File: src/rtl/pipe_ctrl_pkg.sv
// Shared types and constants for the pipeline stall/flush controller.
package pipe_ctrl_pkg;

    localparam int unsigned REG_W  = 5;
    localparam int unsigned CTRL_W = 5;

    localparam logic [REG_W-1:0] X0 = 5'd0;

    typedef enum logic {
        RUN    = 1'b0,
        REFILL = 1'b1
    } state_t;

    // Pipeline register enables, MSB first: pc, if/id write, if/id flush, id/ex flush, ex/mem write.
    typedef struct packed {
        logic pc_write;
        logic if_id_write;
        logic if_id_flush;
        logic id_ex_flush;
        logic ex_mem_write;
    } ctrl_t;

    // Values the enables take while reset is held.
    localparam ctrl_t CTRL_RESET = ctrl_t'(5'b00110);

endpackage : pipe_ctrl_pkg

File: src/rtl/load_use_detect.sv
// Combinational load-use comparator between the load in EX and the operands read in ID.
module load_use_detect
    import pipe_ctrl_pkg::*;
(
    input  logic             i_ex_mem_read,
    input  logic [REG_W-1:0] i_ex_rd,
    input  logic [REG_W-1:0] i_id_rs1,
    input  logic [REG_W-1:0] i_id_rs2,
    input  logic             i_id_uses_rs1,
    input  logic             i_id_uses_rs2,
    output logic             o_lu_c
);

    logic w_hit_rs1;
    logic w_hit_rs2;

    // x0 is never written, so a load targeting it cannot create a dependency.
    always_comb begin
        w_hit_rs1 = i_id_uses_rs1 && (i_id_rs1 == i_ex_rd);
        w_hit_rs2 = i_id_uses_rs2 && (i_id_rs2 == i_ex_rd);
        o_lu_c    = i_ex_mem_read && (i_ex_rd != X0) && (w_hit_rs1 || w_hit_rs2);
    end

endmodule : load_use_detect

File: src/rtl/pipeline_hazard_ctrl.sv
// Central stall/flush controller for the 5-stage pipeline, with saturating event counters.
module pipeline_hazard_ctrl
    import pipe_ctrl_pkg::*;
#(
    parameter int unsigned CNT_W = 32
) (
    input  logic             clk,
    input  logic             rst_n,
    input  logic [4:0]       id_rs1,
    input  logic [4:0]       id_rs2,
    input  logic             id_uses_rs1,
    input  logic             id_uses_rs2,
    input  logic             ex_mem_read,
    input  logic [4:0]       ex_rd,
    input  logic             ex_redirect,
    input  logic             imem_valid,
    input  logic             dmem_busy,
    input  logic             cnt_clr,
    output logic             pc_write,
    output logic             if_id_write,
    output logic             if_id_flush,
    output logic             id_ex_flush,
    output logic             ex_mem_write,
    output logic [CNT_W-1:0] cnt_lu_stall,
    output logic [CNT_W-1:0] cnt_mem_freeze,
    output logic [CNT_W-1:0] cnt_redirect
);

    state_t            r_state;
    state_t            w_state_nxt;
    ctrl_t             w_ctrl;
    logic              w_lu;
    logic              w_inc_lu;
    logic              w_inc_frz;
    logic              w_inc_rdr;
    logic [CNT_W-1:0]  r_cnt_lu;
    logic [CNT_W-1:0]  r_cnt_frz;
    logic [CNT_W-1:0]  r_cnt_rdr;

    load_use_detect u_lu (
        .i_ex_mem_read (ex_mem_read),
        .i_ex_rd       (ex_rd),
        .i_id_rs1      (id_rs1),
        .i_id_rs2      (id_rs2),
        .i_id_uses_rs1 (id_uses_rs1),
        .i_id_uses_rs2 (id_uses_rs2),
        .o_lu_c        (w_lu)
    );

    // State register; reset parks the front end waiting for the first fetch.
    always_ff @(posedge clk or negedge rst_n) begin
        if (!rst_n) begin
            r_state <= REFILL;
        end else begin
            r_state <= w_state_nxt;
        end
    end

    // Priority decode: freeze, redirect, refill, load-use, fetch wait, normal advance.
    always_comb begin
        w_state_nxt = r_state;
        w_ctrl      = '0;
        w_inc_lu    = 1'b0;
        w_inc_frz   = 1'b0;
        w_inc_rdr   = 1'b0;
        if (!rst_n) begin
            w_ctrl = CTRL_RESET;
        end else if (dmem_busy) begin
            w_inc_frz = 1'b1;
        end else if (ex_redirect) begin
            w_ctrl.pc_write     = 1'b1;
            w_ctrl.if_id_flush  = 1'b1;
            w_ctrl.id_ex_flush  = 1'b1;
            w_ctrl.ex_mem_write = 1'b1;
            w_state_nxt         = REFILL;
            w_inc_rdr           = 1'b1;
        end else if (r_state == REFILL) begin
            w_ctrl.ex_mem_write = 1'b1;
            if (imem_valid) begin
                w_ctrl.pc_write    = 1'b1;
                w_ctrl.if_id_write = 1'b1;
                w_state_nxt        = RUN;
            end else begin
                w_ctrl.if_id_flush = 1'b1;
            end
        end else if (w_lu) begin
            w_ctrl.id_ex_flush  = 1'b1;
            w_ctrl.ex_mem_write = 1'b1;
            w_inc_lu            = 1'b1;
        end else if (!imem_valid) begin
            w_ctrl.if_id_flush  = 1'b1;
            w_ctrl.ex_mem_write = 1'b1;
        end else begin
            w_ctrl.pc_write     = 1'b1;
            w_ctrl.if_id_write  = 1'b1;
            w_ctrl.ex_mem_write = 1'b1;
        end
    end

    // Saturating event counters; clear beats a same-cycle increment.
    always_ff @(posedge clk or negedge rst_n) begin
        if (!rst_n) begin
            r_cnt_lu  <= '0;
            r_cnt_frz <= '0;
            r_cnt_rdr <= '0;
        end else if (cnt_clr) begin
            r_cnt_lu  <= '0;
            r_cnt_frz <= '0;
            r_cnt_rdr <= '0;
        end else begin
            if (w_inc_lu && !(&r_cnt_lu)) begin
                r_cnt_lu <= r_cnt_lu + CNT_W'(1);
            end
            if (w_inc_frz && !(&r_cnt_frz)) begin
                r_cnt_frz <= r_cnt_frz + CNT_W'(1);
            end
            if (w_inc_rdr && !(&r_cnt_rdr)) begin
                r_cnt_rdr <= r_cnt_rdr + CNT_W'(1);
            end
        end
    end

    assign pc_write       = w_ctrl.pc_write;
    assign if_id_write    = w_ctrl.if_id_write;
    assign if_id_flush    = w_ctrl.if_id_flush;
    assign id_ex_flush    = w_ctrl.id_ex_flush;
    assign ex_mem_write   = w_ctrl.ex_mem_write;
    assign cnt_lu_stall   = r_cnt_lu;
    assign cnt_mem_freeze = r_cnt_frz;
    assign cnt_redirect   = r_cnt_rdr;

endmodule : pipeline_hazard_ctrl

File: config.mk
export PLATFORM = sky130hd
export DESIGN_NAME = pipeline_hazard_ctrl
export DESIGN_NICKNAME = d
export VERILOG_FILES = /design/src/rtl/pipe_ctrl_pkg.sv /design/src/rtl/load_use_detect.sv /design/src/rtl/pipeline_hazard_ctrl.sv
export SDC_FILE = /design/constraint.sdc
export NUM_CORES = 1
export LEC_CHECK = 0
export CAP_MARGIN = 0
export CELL_PAD_IN_SITES_DETAIL_PLACEMENT = 1
export CELL_PAD_IN_SITES_GLOBAL_PLACEMENT = 1
export CORE_MARGIN = 2
export CORE_UTILIZATION = 34
export CTS_BUF_LIST = sky130_fd_sc_hd__clkbuf_8 sky130_fd_sc_hd__clkbuf_16
export DETAILED_ROUTE_END_ITERATION = 8
export GPL_TIMING_DRIVEN = 1
export PLACE_DENSITY = 0.78
export SYNTH_ARGS = -nofsm -noshare
export SYNTH_HDL_FRONTEND = slang
export SYNTH_SLANG_ARGS = --single-unit
File: constraint.sdc
create_clock -name clk -period 2.09 [get_ports clk]
set_input_delay 0.3135 -clock clk [delete_from_list [all_inputs] [get_ports clk]]
set_output_delay 0.3135 -clock clk [all_outputs]
set_load 0.01 [all_outputs]
After elaboration in Yosys (flattened, before gate mapping)
Index checks and enable logic that the tools add are counted.
{ "totals": {"in_bits": 24, "elab_cells": 56, "register_bits": 97} }
{ "op_classes": {"bitwise": 1, "n_eq_ne": 2, "add_sub_neg": 3, "mux": 27, "n_reduce_logical": 19} }
{ "op_table": {"columns": ["operator", "count"], "rows": [
  ["$mux 32", 6],
  ["$add 32x1->32 const B", 3],
  ["$reduce_and 32->1", 3],
  ["$mux 1", 15],
  ["$eq 5x5->1", 2],
  ["$mux 5", 2],
  ["$mux 3", 3],
  ["$logic_and 1x1->1", 7],
  ["$reduce_bool 2->1", 3],
  ["$reduce_bool 5->1", 1],
  ["$logic_not 1->1", 3],
  ["$mux 2", 1],
  ["$reduce_and 2->1", 1],
  ["$logic_or 1x1->1", 1],
  ["$not 1->1", 1]
]} }

Longest topological paths before layout
{ "logic_depth": {"word_depth": 12, "mapped_depth": 10, "ltp_nobuf": 7} }

By module
From an unflattened synthesis, not the netlist that was laid out.
{ "hier_totals": {"cells_unflattened": 632, "area_unflattened_um2": 5636.7} }
{ "modules_own_cells": {"columns": ["mod", "cells_each", "n_inst", "seq_area_each_um2", "area_per_inst_um2"], "rows": [
  ["pipeline_hazard_ctrl", 615, 1, 2428.6, 5502.8],
  ["load_use_detect", 17, 1, 0.0, 133.9]
]} }

Worst setup path before layout
No wires, ideal clock.
{ "synth_path": {"path_type": "reg2reg", "start": "reg r_cnt_lu[0] (netlist: cnt_lu_stall[0])", "end": "reg r_cnt_lu[24] (netlist: cnt_lu_stall[24])", "period_less_slack_ns": 2.171, "path_stages_with_launch": 9, "path_buffers": 2, "t_arrival_ns": 2.046, "setup_ns": 0.125, "setup_slack_ns": -0.081, "cell_sequence": "dfrtp_1 ha_1 and4_1 and3_1 clkbuf_1 nand3_1 clkbuf_1 nor4_1 mux2_2"} }
{ "synth_between": {"elab_chain_cells": 4} }
{ "synth_rtl": {"columns": ["element", "line", "source"], "rows": [
  ["from (decl)", "pipeline_hazard_ctrl.sv:36", "logic [CNT_W-1:0] r_cnt_lu;"],
  ["from (signal assigned)", "pipeline_hazard_ctrl.sv:112", "r_cnt_lu <= r_cnt_lu + CNT_W'(1);"],
  ["branches (longest 4 deep; another with $add 32x1->32)", null, null]
]} }
Several ways; the timed one is not identified. The select of a mux whose other input is x is not followed.
A chain may end at the register's enable or synchronous reset.

Final worst setup path
{ "layout_path": {"start": "reg r_cnt_rdr[19] (netlist: cnt_redirect[19])", "end": "reg r_cnt_rdr[26] (netlist: cnt_redirect[26])"} }
{ "layout_between": {"elab_chain_cells": 4} }
{ "layout_rtl": {"columns": ["element", "line", "source"], "rows": [
  ["from (decl)", "pipeline_hazard_ctrl.sv:38", "logic [CNT_W-1:0] r_cnt_rdr;"],
  ["from (signal assigned)", "pipeline_hazard_ctrl.sv:118", "r_cnt_rdr <= r_cnt_rdr + CNT_W'(1);"],
  ["branches (longest 4 deep; another with $add 32x1->32)", null, null]
]} }
Several ways; the timed one is not identified. The select of a mux whose other input is x is not followed.

==> metrics.md <==
| Metric | Value |
|---|---|
| Final ANT Viol Nets | 0 |
| Worst vdd ir | 0.000473 V |
| Number of remaining DRC errors | 0 |
| First-pass GRT wire length | 31,000 um |
| Final min period | around 2.1 ns |
| Diode count | 0 |
| Most common cell after layout, fill and taps aside | buf_4 |
| Die height | between 100 and 150 um |
| Area of the multi-input gates | 3150 um^2 |
| P_leak | 3.44 nW |
| Core area | 15,800 um^2 |
| Min Hold Slack | roughly 0.016 ns |
| Register area share after synthesis | roughly 44% |
| Reg2reg path depth | 6 |
| Site Rows | 46 |
| IO Count | 125 |
| Fmax | 482 MHz |
| Setup ws final | 0.0141 ns |
| Post-route cell area | 8320 um^2 |
| RePlAce Congestion | 0.834 |
| Nets@finish | 851 |
| Max cap viols | 0 |
| Unrepaired setup endpoints after global routing | yes |
| Port Buffers | 124 |
| Simple-gate portion of the synthesized area | 30.8% |
| Xor/xnor share of the synthesized area | between 8 and 9% |
| Min-delay worst type | in2async |
| Final Instance Count excl. Fillers | 1,045 |
| Clock skew | 0.00900 ns |
| Max-slew violation count | 0 |
| WS Path Type | reg2reg |
| Share of layout cells above drive strength 1 | 23.4% |
| HPWL Detailed | 13,300 um |
| Final-report setup violation count | 0 |
| Required time of the critical path | around 2.4 ns |
| Clock sinks | 97 |
| Post-Place Setup Slack | -0.590 ns |
| Clock transition at the registers of the reported paths | 0.08 ns |
| Worst-Skew Late Latency | 0.36 ns |
| Post-synth EDFFs | 0 |
| Syn-to-layout area delta | 51.7% |
| Unique cell type count in the Yosys netlist | 49 |
| GRT Total Usage | a little under a quarter |
| Final WL | 19,800 um |
| Placed Cells incl. Taps | 1,009 |
| Post-Syn Area | 5480 um^2 |
| Initial antenna violation count | 0 |
| Final count of hold timing violations | 0 |
| Area of the die | 17,200 um^2 |
| Drt wl/cell | 19.0 um |
| Commonest non-fill, non-tap cells in the layout | 103 x buf_4, 101 x clkdlybuf4s50_1, 91 x dfrtp_1 |
| Largest net degree at the start of global routing | 75 |
| Synth Flop Type | dfrtp_1 |
| Startpoint Class | register |
| First-pass DRT Iterations | 4 |
| Routed vias | 5,763 |
| Tcrit/Tclk final | 99.3% |
| Worst slew pin tran | slightly above 1 ns |
| Overflow after GRT | 0 |
| Flops & latches, synth | 97 |
| Synth Area in Compound Gates | a little over a tenth |
| TritonCTS buffer count | 9 |
| CP endpoint kind | register |
| TritonCTS clock tree | done |
| DRT iter0 DRCs | 459 |
| Adder-cell area share of the yosys netlist | 0.685% |
| Post-synthesis mux area share | around 1.4% |
| Worst-path maximum fanout | 4 |
| Crit path arrival time | 2.37 ns |
| Rel. slew slack | 32.7% |
| Syn Nets | 637 |
| Placed cell area | 7580 um^2 |
| Syn avg cell area | 8.99 um^2 |
| Initial Utilization | 34.6% |
| Post-synth ARST share | 100% |
| Synth Instances | 610 |
| CTS HTree Levels | 3 |
| P per Cell Area | 455 nW/um^2 |
| Routed vias/inst | 5.51 |
| Die Width | 131 um |
| CTS Buffer Depth | 2 |
| Outcome | finished clean |
| Vias in the first global route | ~6.2k |
| CTS root buf | clkbuf_16 |
| Largest family of logic cells by synthesized area | simple AND/OR/NAND/NOR gates |
| Register area | approximately 2400 um^2 |
| Post-layout util | 52.5% |
| Syn. warnings | 0 |
| FILL cells | around 1.8k |
==> synth_stat cells, types with 2 or more instances <==
cell type | count | share of area (%)
and3_1 | 16 | 1.8
and4_1 | 9 | 1.4
o21a_1 | 5 | 0.68
or4_1 | 13 | 1.8
nand2_1 | 34 | 2.3
buf_6 | 2 | 0.41
or3_1 | 22 | 2.5
o31a_1 | 5 | 0.80
xor2_1 | 34 | 5.4
buf_2 | 4 | 0.37
o311ai_0 | 2 | 0.32
dfrtp_1 | 96 | 44
xnor2_1 | 21 | 3.4
nor2_1 | 74 | 5.1
o41ai_1 | 2 | 0.32
ha_1 | 3 | 0.68
nor2b_1 | 7 | 0.80
nand3_1 | 42 | 3.8
nor3_1 | 12 | 1.1
o31ai_1 | 12 | 1.6
inv_1 | 7 | 0.48
mux2_2 | 6 | 1.2
a21oi_1 | 37 | 3.4
nand4_1 | 50 | 5.7
o21ai_0 | 26 | 2.4
clkbuf_1 | 27 | 1.8
and2_1 | 8 | 0.91
nor4_1 | 12 | 1.4
o211ai_1 | 2 | 0.27
==> per-stage QoR <==
stage / total power (W) / TNS [ns]
floorplan: 0.00201 / -0.103
global placement: 0.00215 / -16.48
detailed placement: 0.00216 / -21.87
CTS: 0.00382 / 0
global route: 0.00391 / -0.286
finish: 0.00378 / 0
==> sequential cells by signal, summed over array words and instances, names as in the netlist <==
register / count
r_state: 1
cnt_lu_stall: 32
cnt_redirect: 32
cnt_mem_freeze: 32
==> kinds of logic after synthesis <==
logic type      count (synthesis)
xor+xnor                       55
flops                          97
mux                             7
buf+inv                        40
compound gates                 98
simple gates                  310
fa+ha+maj                       3
==> layout make-up <==
class                   count  area share, %
well taps                 216           3.25
inverters                   7          0.316
flip-flops and latches     97           29.3
repair buffers            234           25.9
multi-input cells         475           37.9
clock buffers               9           2.71
clock inverters             7          0.692
==> worst paths after layout <==
check,start,to,slack (ns)
max,cnt_redirect[19],cnt_redirect[26],0.01
min,rst_n,cnt_mem_freeze[6],0.02
max reg2reg,cnt_redirect[19],cnt_redirect[26],0.01
min reg2reg,r_state,r_state,0.46
max in group asynchronous,rst_n,cnt_redirect[12],1.07
min in group clk,cnt_clr,cnt_lu_stall[19],0.20
==> routing by layer <==
layer | wire, um | GRT usage (%) | share of wire [%] | vias up
met5 | 0 | 0 | 0 | -
met4 | 367 | 7.13 | 1.8 | 0
met3 | 822 | 4.68 | 4.1 | 35
met2 | 10300 | 39.8 | 52 | 153
met1 | 8350 | 27.5 | 42 | 2897
li1 | - | - | - | 2678
==> what timing repair did <==
| item | 4_1_cts | 5_1_grt |
|---|---|---|
| setup buffers | 1 | 13 |
| pin swaps | 11 | 28 |
| gates resized for setup | 40 | 51 |
| hold buffers | 1 | 0 |
| cloned | 2 | 3 |
| hold endpoints to repair | 1 | 0 |
| setup endpoints to repair | 54 | 68 |
==> critical path, cell delays in order, from the launching register on <==
cell,delay (ns)
dfrtp_2,0.38
nand3_2,0.09
or4_4,0.56
buf_4,0.17
a211o_1,0.32
or3_1,0.34
a21oi_2,0.14
==> power by group <==
part	internal (W)	leakage (nW)	switching [W]
clock	0.000828	0.141	0.000823
sequential	0.00188	1.34	0.00000500
combinational	0.0000955	1.96	0.000145
Note: power is estimated with default switching activity, not from simulation.
